<file path="src/rtl/comparador_sar_pkg.sv">
// Shared types and constants for the SAR conversion controller.
// The latency helper gives the edge count from start capture to the DONE state.
package comparador_sar_pkg;

    typedef enum logic [2:0] {
        ST_IDLE   = 3'd0,
        ST_SAMPLE = 3'd1,
        ST_SETTLE = 3'd2,
        ST_DECIDE = 3'd3,
        ST_DONE   = 3'd4
    } sar_state_e;

    localparam int DEF_N_BITS     = 8;
    localparam int DEF_SETTLE_CYC = 2;

    // One SAMPLE edge, then SETTLE_CYC settle edges plus one DECIDE edge per bit.
    function automatic int sar_latency(input int n_bits, input int settle_cyc);
        return 1 + n_bits * (settle_cyc + 1);
    endfunction

endpackage

</file>
<file path="src/rtl/comparador_sar_ctrl.sv">
// Successive-approximation ADC controller: sequences the DAC trial code and captures the result.
// Optional macro COMPARADOR_SAR_CONT_EN adds cont_i for back-to-back conversions.
module comparador_sar_ctrl
    import comparador_sar_pkg::*;
#(
    parameter int N_BITS     = DEF_N_BITS,
    parameter int SETTLE_CYC = DEF_SETTLE_CYC
) (
    input  logic              clk_i,
    input  logic              rst_i,
    input  logic              start_i,
`ifdef COMPARADOR_SAR_CONT_EN
    input  logic              cont_i,
`endif
    input  logic              cmp_i,
    output logic              sample_o,
    output logic [N_BITS-1:0] dac_code_o,
    output logic              busy_o,
    output logic              done_o,
    output logic [N_BITS-1:0] result_o
);

    localparam int K_W   = (N_BITS > 1) ? $clog2(N_BITS) : 1;
    localparam int CNT_W = (SETTLE_CYC > 1) ? $clog2(SETTLE_CYC) : 1;

    localparam logic [CNT_W-1:0]  CNT_LOAD = (SETTLE_CYC > 0) ? CNT_W'(SETTLE_CYC - 1) : '0;
    localparam logic [K_W-1:0]    K_TOP    = K_W'(N_BITS - 1);
    localparam logic [N_BITS-1:0] MSB_CODE = N_BITS'(1) << (N_BITS - 1);

    // With no settle time the controller goes straight from a code update to DECIDE.
    localparam sar_state_e AFTER_CODE = (SETTLE_CYC > 0) ? ST_SETTLE : ST_DECIDE;

    sar_state_e        state_q, state_d;
    logic [N_BITS-1:0] code_q, code_d;
    logic [N_BITS-1:0] result_q, result_d;
    logic [K_W-1:0]    k_q, k_d;
    logic [CNT_W-1:0]  cnt_q, cnt_d;

    logic [N_BITS-1:0] decided;
    logic [K_W-1:0]    k_m1;
    logic              cont_req;

`ifdef COMPARADOR_SAR_CONT_EN
    assign cont_req = cont_i;
`else
    assign cont_req = 1'b0;
`endif

    assign k_m1 = k_q - K_W'(1);

    always_ff @(posedge clk_i) begin
        if (rst_i) begin
            state_q  <= ST_IDLE;
            code_q   <= '0;
            result_q <= '0;
            k_q      <= '0;
            cnt_q    <= '0;
        end else begin
            state_q  <= state_d;
            code_q   <= code_d;
            result_q <= result_d;
            k_q      <= k_d;
            cnt_q    <= cnt_d;
        end
    end

    always_comb begin
        state_d = state_q;
        case (state_q)
            ST_IDLE: begin
                if (start_i) begin
                    state_d = ST_SAMPLE;
                end
            end
            ST_SAMPLE: begin
                state_d = AFTER_CODE;
            end
            ST_SETTLE: begin
                if (cnt_q == '0) begin
                    state_d = ST_DECIDE;
                end
            end
            ST_DECIDE: begin
                state_d = (k_q == '0) ? ST_DONE : AFTER_CODE;
            end
            ST_DONE: begin
                state_d = cont_req ? ST_SAMPLE : ST_IDLE;
            end
            default: begin
                state_d = ST_IDLE;
            end
        endcase
    end

    // Trial-code datapath: keep or drop bit k on the comparator, then try bit k-1.
    always_comb begin
        decided = code_q;
        if (!cmp_i) begin
            decided[k_q] = 1'b0;
        end
        if (k_q != '0) begin
            decided[k_m1] = 1'b1;
        end
    end

    always_comb begin
        code_d   = code_q;
        result_d = result_q;
        k_d      = k_q;
        cnt_d    = cnt_q;

        if (state_d == ST_SETTLE && state_q != ST_SETTLE) begin
            cnt_d = CNT_LOAD;
        end else if (state_q == ST_SETTLE && cnt_q != '0) begin
            cnt_d = cnt_q - CNT_W'(1);
        end

        if (state_d == ST_SAMPLE && state_q != ST_SAMPLE) begin
            code_d = MSB_CODE;
            k_d    = K_TOP;
        end else if (state_q == ST_DECIDE) begin
            code_d = decided;
            if (k_q != '0) begin
                k_d = k_m1;
            end else begin
                result_d = decided;
            end
        end else if (state_q == ST_DONE && state_d == ST_IDLE) begin
            code_d = '0;
            k_d    = '0;
        end
    end

    always_comb begin
        sample_o   = (state_q == ST_SAMPLE);
        busy_o     = (state_q == ST_SAMPLE) || (state_q == ST_SETTLE) || (state_q == ST_DECIDE);
        done_o     = (state_q == ST_DONE);
        dac_code_o = code_q;
        result_o   = result_q;
    end

endmodule

</file>
<file path="config.mk">
export PLATFORM = sky130hd
export DESIGN_NAME = comparador_sar_ctrl
export DESIGN_NICKNAME = d
export VERILOG_FILES = /design/src/rtl/comparador_sar_pkg.sv /design/src/rtl/comparador_sar_ctrl.sv
export SDC_FILE = /design/constraint.sdc
export NUM_CORES = 1
export LEC_CHECK = 0
export CORE_MARGIN = 5
export CORE_UTILIZATION = 43
export DETAILED_ROUTE_END_ITERATION = 6
export PLACE_DENSITY = 0.68
export SLEW_MARGIN = 10
export SYNTH_ARGS = -nofsm -noshare
export SYNTH_HDL_FRONTEND = slang
export SYNTH_SLANG_ARGS = --single-unit
</file>
<file path="constraint.sdc">
create_clock -name clk_i -period 3.06 [get_ports clk_i]
set_input_delay 0.612 -clock clk_i [delete_from_list [all_inputs] [get_ports clk_i]]
set_output_delay 0.612 -clock clk_i [all_outputs]
set_load 0.03 [all_outputs]
</file>
==> results of run 1 <==
tightest hold or removal path: cells and delay by family, from the launching register on:
| kind | cells | cell delay [ps] |
|---|---|---|
| flops | 1 | 330 |
| compound gates | 2 | 120 |
per-stage QoR:
stage / hold WS (ps) / power (W) / std cells / instance area [µm²] / util [%]
4_1_cts: 483 / 0.000628 / 186 / 1470 / 52.9
5_1_grt: 519 / 0.000666 / 186 / 1470 / 52.9
6_report: 483 / 0.000619 / 186 / 1470 / 52.9
3_5_place_dp: 466 / 0.000489 / 182 / 1450 / 52.0
3_3_place_gp: 464 / 0.000488 / 182 / 1450 / 52.0
2_1_floorplan: 467 / 0.000452 / 141 / 1250 / -
per-layer routing:
| metal | vias to the layer above | share of wire [%] |
|---|---|---|
| met5 | - | 0 |
| met4 | 0 | 0.72 |
| met3 | 2 | 6.4 |
| met2 | 46 | 44 |
| met1 | 525 | 49 |
| li1 | 562 | - |
layout make-up:
type	count	share of cell area, %
tap	31	2.63
sequential	23	31.3
multi-input combinational	96	46.6
inverter	9	2.29
timing repair buffer	23	15.5
clock buffer	4	1.78
power by group:
part           switching (W)  internal [W]
Sequential         0.0000263      0.000310
Clock              0.0000850     0.0000508
Combinational      0.0000911     0.0000561
placed cells by master, fill, tap and decap left out, drive strengths merged, types with 3 or more instances in the layout:
cell type,n
nor2b,5
nor2,7
dfxtp,23
a21oi,10
o21ai,8
nand2b,3
o211ai,6
nand2,5
clkdlybuf4s50,22
a221oi,8
inv,9
clkbuf,4
a32o,5
nand3,5
or3,3
final timing paths:
check | end | slack (ps)
worst max-delay path | done_o | 200
worst min-delay path | result_o[7] | 480
worst max register to register | dac_code_o[0] | 1080
worst min register to register | result_o[7] | 480
flip-flops by register name (all words and copies together), names as in the netlist:
| signal | count |
|---|---|
| dac_code_o | 8 |
| state_q | 3 |
| cnt_q | 1 |
| result_o | 8 |
| k_q | 3 |
kinds of logic (layout without fill, tap and decap cells):
group | after synthesis | in the layout | share of synthesized area, %
flops | 23 | 23 | 36.8
buf+inv | 22 | 36 | 8.49
simple gates | 46 | 46 | 24.6
fa+ha+maj | 2 | 2 | 2.00
mux | 1 | 1 | 0.799
compound gates | 47 | 47 | 27.4
==> impl_metrics.py, run 1 <==
metrics = {
    "clock_network": {
        "ctsHtreeMaxLevel": 1,
        "cts.repair.resized": 0,
        "cts_hold_buffers": 0,
        "cts_buffers": 3,
        "cts_tree": "done",
        "post_cts_buffers": 0,
        "cts.sinks": 23,
        "clock_tree.buffer_depth": 2,
        "root_buffer": "clkbuf_4",
        "cts.clk_slew.worst_paths_ps": 120,
        "clock_latency_ps": 300,
    },
    "worst_hold_path": {
        "min-delay-start": "result_o[7]",
        "hold_class": "register to register",
        "min_delay_path_depth": 2,
    },
    "synthesis": {
        "synth_most_common_cell": "dfxtp_1",
        "synth_top_area_share_pct": 36.8,
        "ys_top_cells_by_area": "dfxtp_1 37%, a221oi_1 5.6%, a21oi_1 4.0%",
        "seq_area_frac_synth_pct": 36.8,
        "yosys_warnings": 0,
        "synth_nets": 147,
        "synth_cell_types": 45,
        "synth.cell_area_mm2": 0.00125,
        "synth_area_per_cell_um2": 8.88,
        "synth_seq_cells": 23,
        "netlist_instances": 141,
        "synth-async-reset-ratio_pct": 0,
        "synth_top_area_cell": "dfxtp_1",
        "yosys_most_used_dff": "dfxtp_1",
        "synthTopCellsByCount": "23 x dfxtp_1, 10 x a21oi_1, 9 x inv_1, 8 x a221oi_1, 8 x o21ai_0",
        "synth_edf_count": 0,
    },
    "critical_path": {
        "cp_slowest_cell": "clkdlybuf4s50_1",
        "critPathArrivalTime_ps": 2250,
        "crit-reg2reg-launch": "k_q[0]",
        "critPathRequiredTime_ps": 2450,
        "path_depth": 3,
        "crit_path_start": "state_q[2]",
        "endpoint_kind": "primary output",
        "crit_chain": "or3b_2, inv_1, clkdlybuf4s50_1",
        "crit_type": "register to primary output",
        "start_kind": "register",
        "reg2regPathDepth": 5,
        "critPathBufInv": 2,
        "critPathMaxStageDelay_ps": 670,
        "path_delay_family": "buffers and inverters",
        "critPathMaxFanout": 13,
    },
    "die": {
        "io-pin-count": 23,
        "die_area_mm2": 0.00409,
        "core-area_mm2": 0.00278,
        "num_rows": 19,
        "die_x_um": 64.0,
        "die_h_um": 64.0,
        "start_util_pct": 45.0,
    },
    "grt": {
        "grt_pass1_vias": 1016,
        "grt_max_degree": 15,
        "grtUsageMet2_pct": 21.9,
        "grt_first_pass_wirelength_um": 5130,
        "antenna_found_initial": 0,
        "met1_usage_pct": 23.4,
        "gr-usage-all-layers_pct": 15.5,
        "grt-busiest-layer": "met1",
        "gr-total-overflow": 0,
        "use_met3_pct": 2.98,
    },
    "sta": {
        "hold_viol": 0,
        "setup_ws_ps": 199,
        "max_slew_margin_pct": 53.9,
        "fin_crit_sh_pct": 93.5,
        "min_period_ps": 2860,
        "rsz0062_at_grt": "no",
        "worstMarginPinSlew_ps": 690,
        "final.setup.tns_ps": 0,
        "drv_slew": 0,
        "max_freq_ghz": 0.350,
        "setup_viol": 0,
        "skew_ps": 1.94,
    },
    "routing": {
        "vias": 1135,
        "wl_per_cell_um": 16.3,
        "drc_errors": 0,
        "dr.pass1.iters": 4,
        "final_antenna_net_count": 0,
        "drtIter0Drc": 65,
        "routed_via_density": 6.10,
        "wirelength_um": 3040,
    },
    "final_layout": {
        "fin_nets": 162,
        "fill_cells": 253,
        "antenna_cells": 0,
        "seqCellArea_um2": 460,
        "multiInputGateArea_um2": 686,
        "drive_gt1_share_pct": 7.10,
        "layout-area-overhead-vs-synth_pct": 17.6,
    },
    "power_and_ir_drop": {
        "ir_worst_vdd_mv": 0.252,
        "p_leak_nw": 0.509,
        "p_per_area_mw_per_mm2": 421,
    },
    "placement": {
        "port_buffers": 22,
        "dp_hpwl_um": 2170,
        "globalplace.congestion": 0.857,
        "pre_cts_ws_ps": 550,
    },
    "outcome": {
        "outcome": "finished clean",
    },
    "job": {
        "max_cap_viol_count": 0,
    },
}
(Power assumes the default switching activity.)
==> run 2: changes to the inputs <==
Settings changed: CTS_CLUSTER_SIZE set to 30.
==> results of run 2 <==
Same layout as run 1: the final DEF is identical, and so are final timing and power.
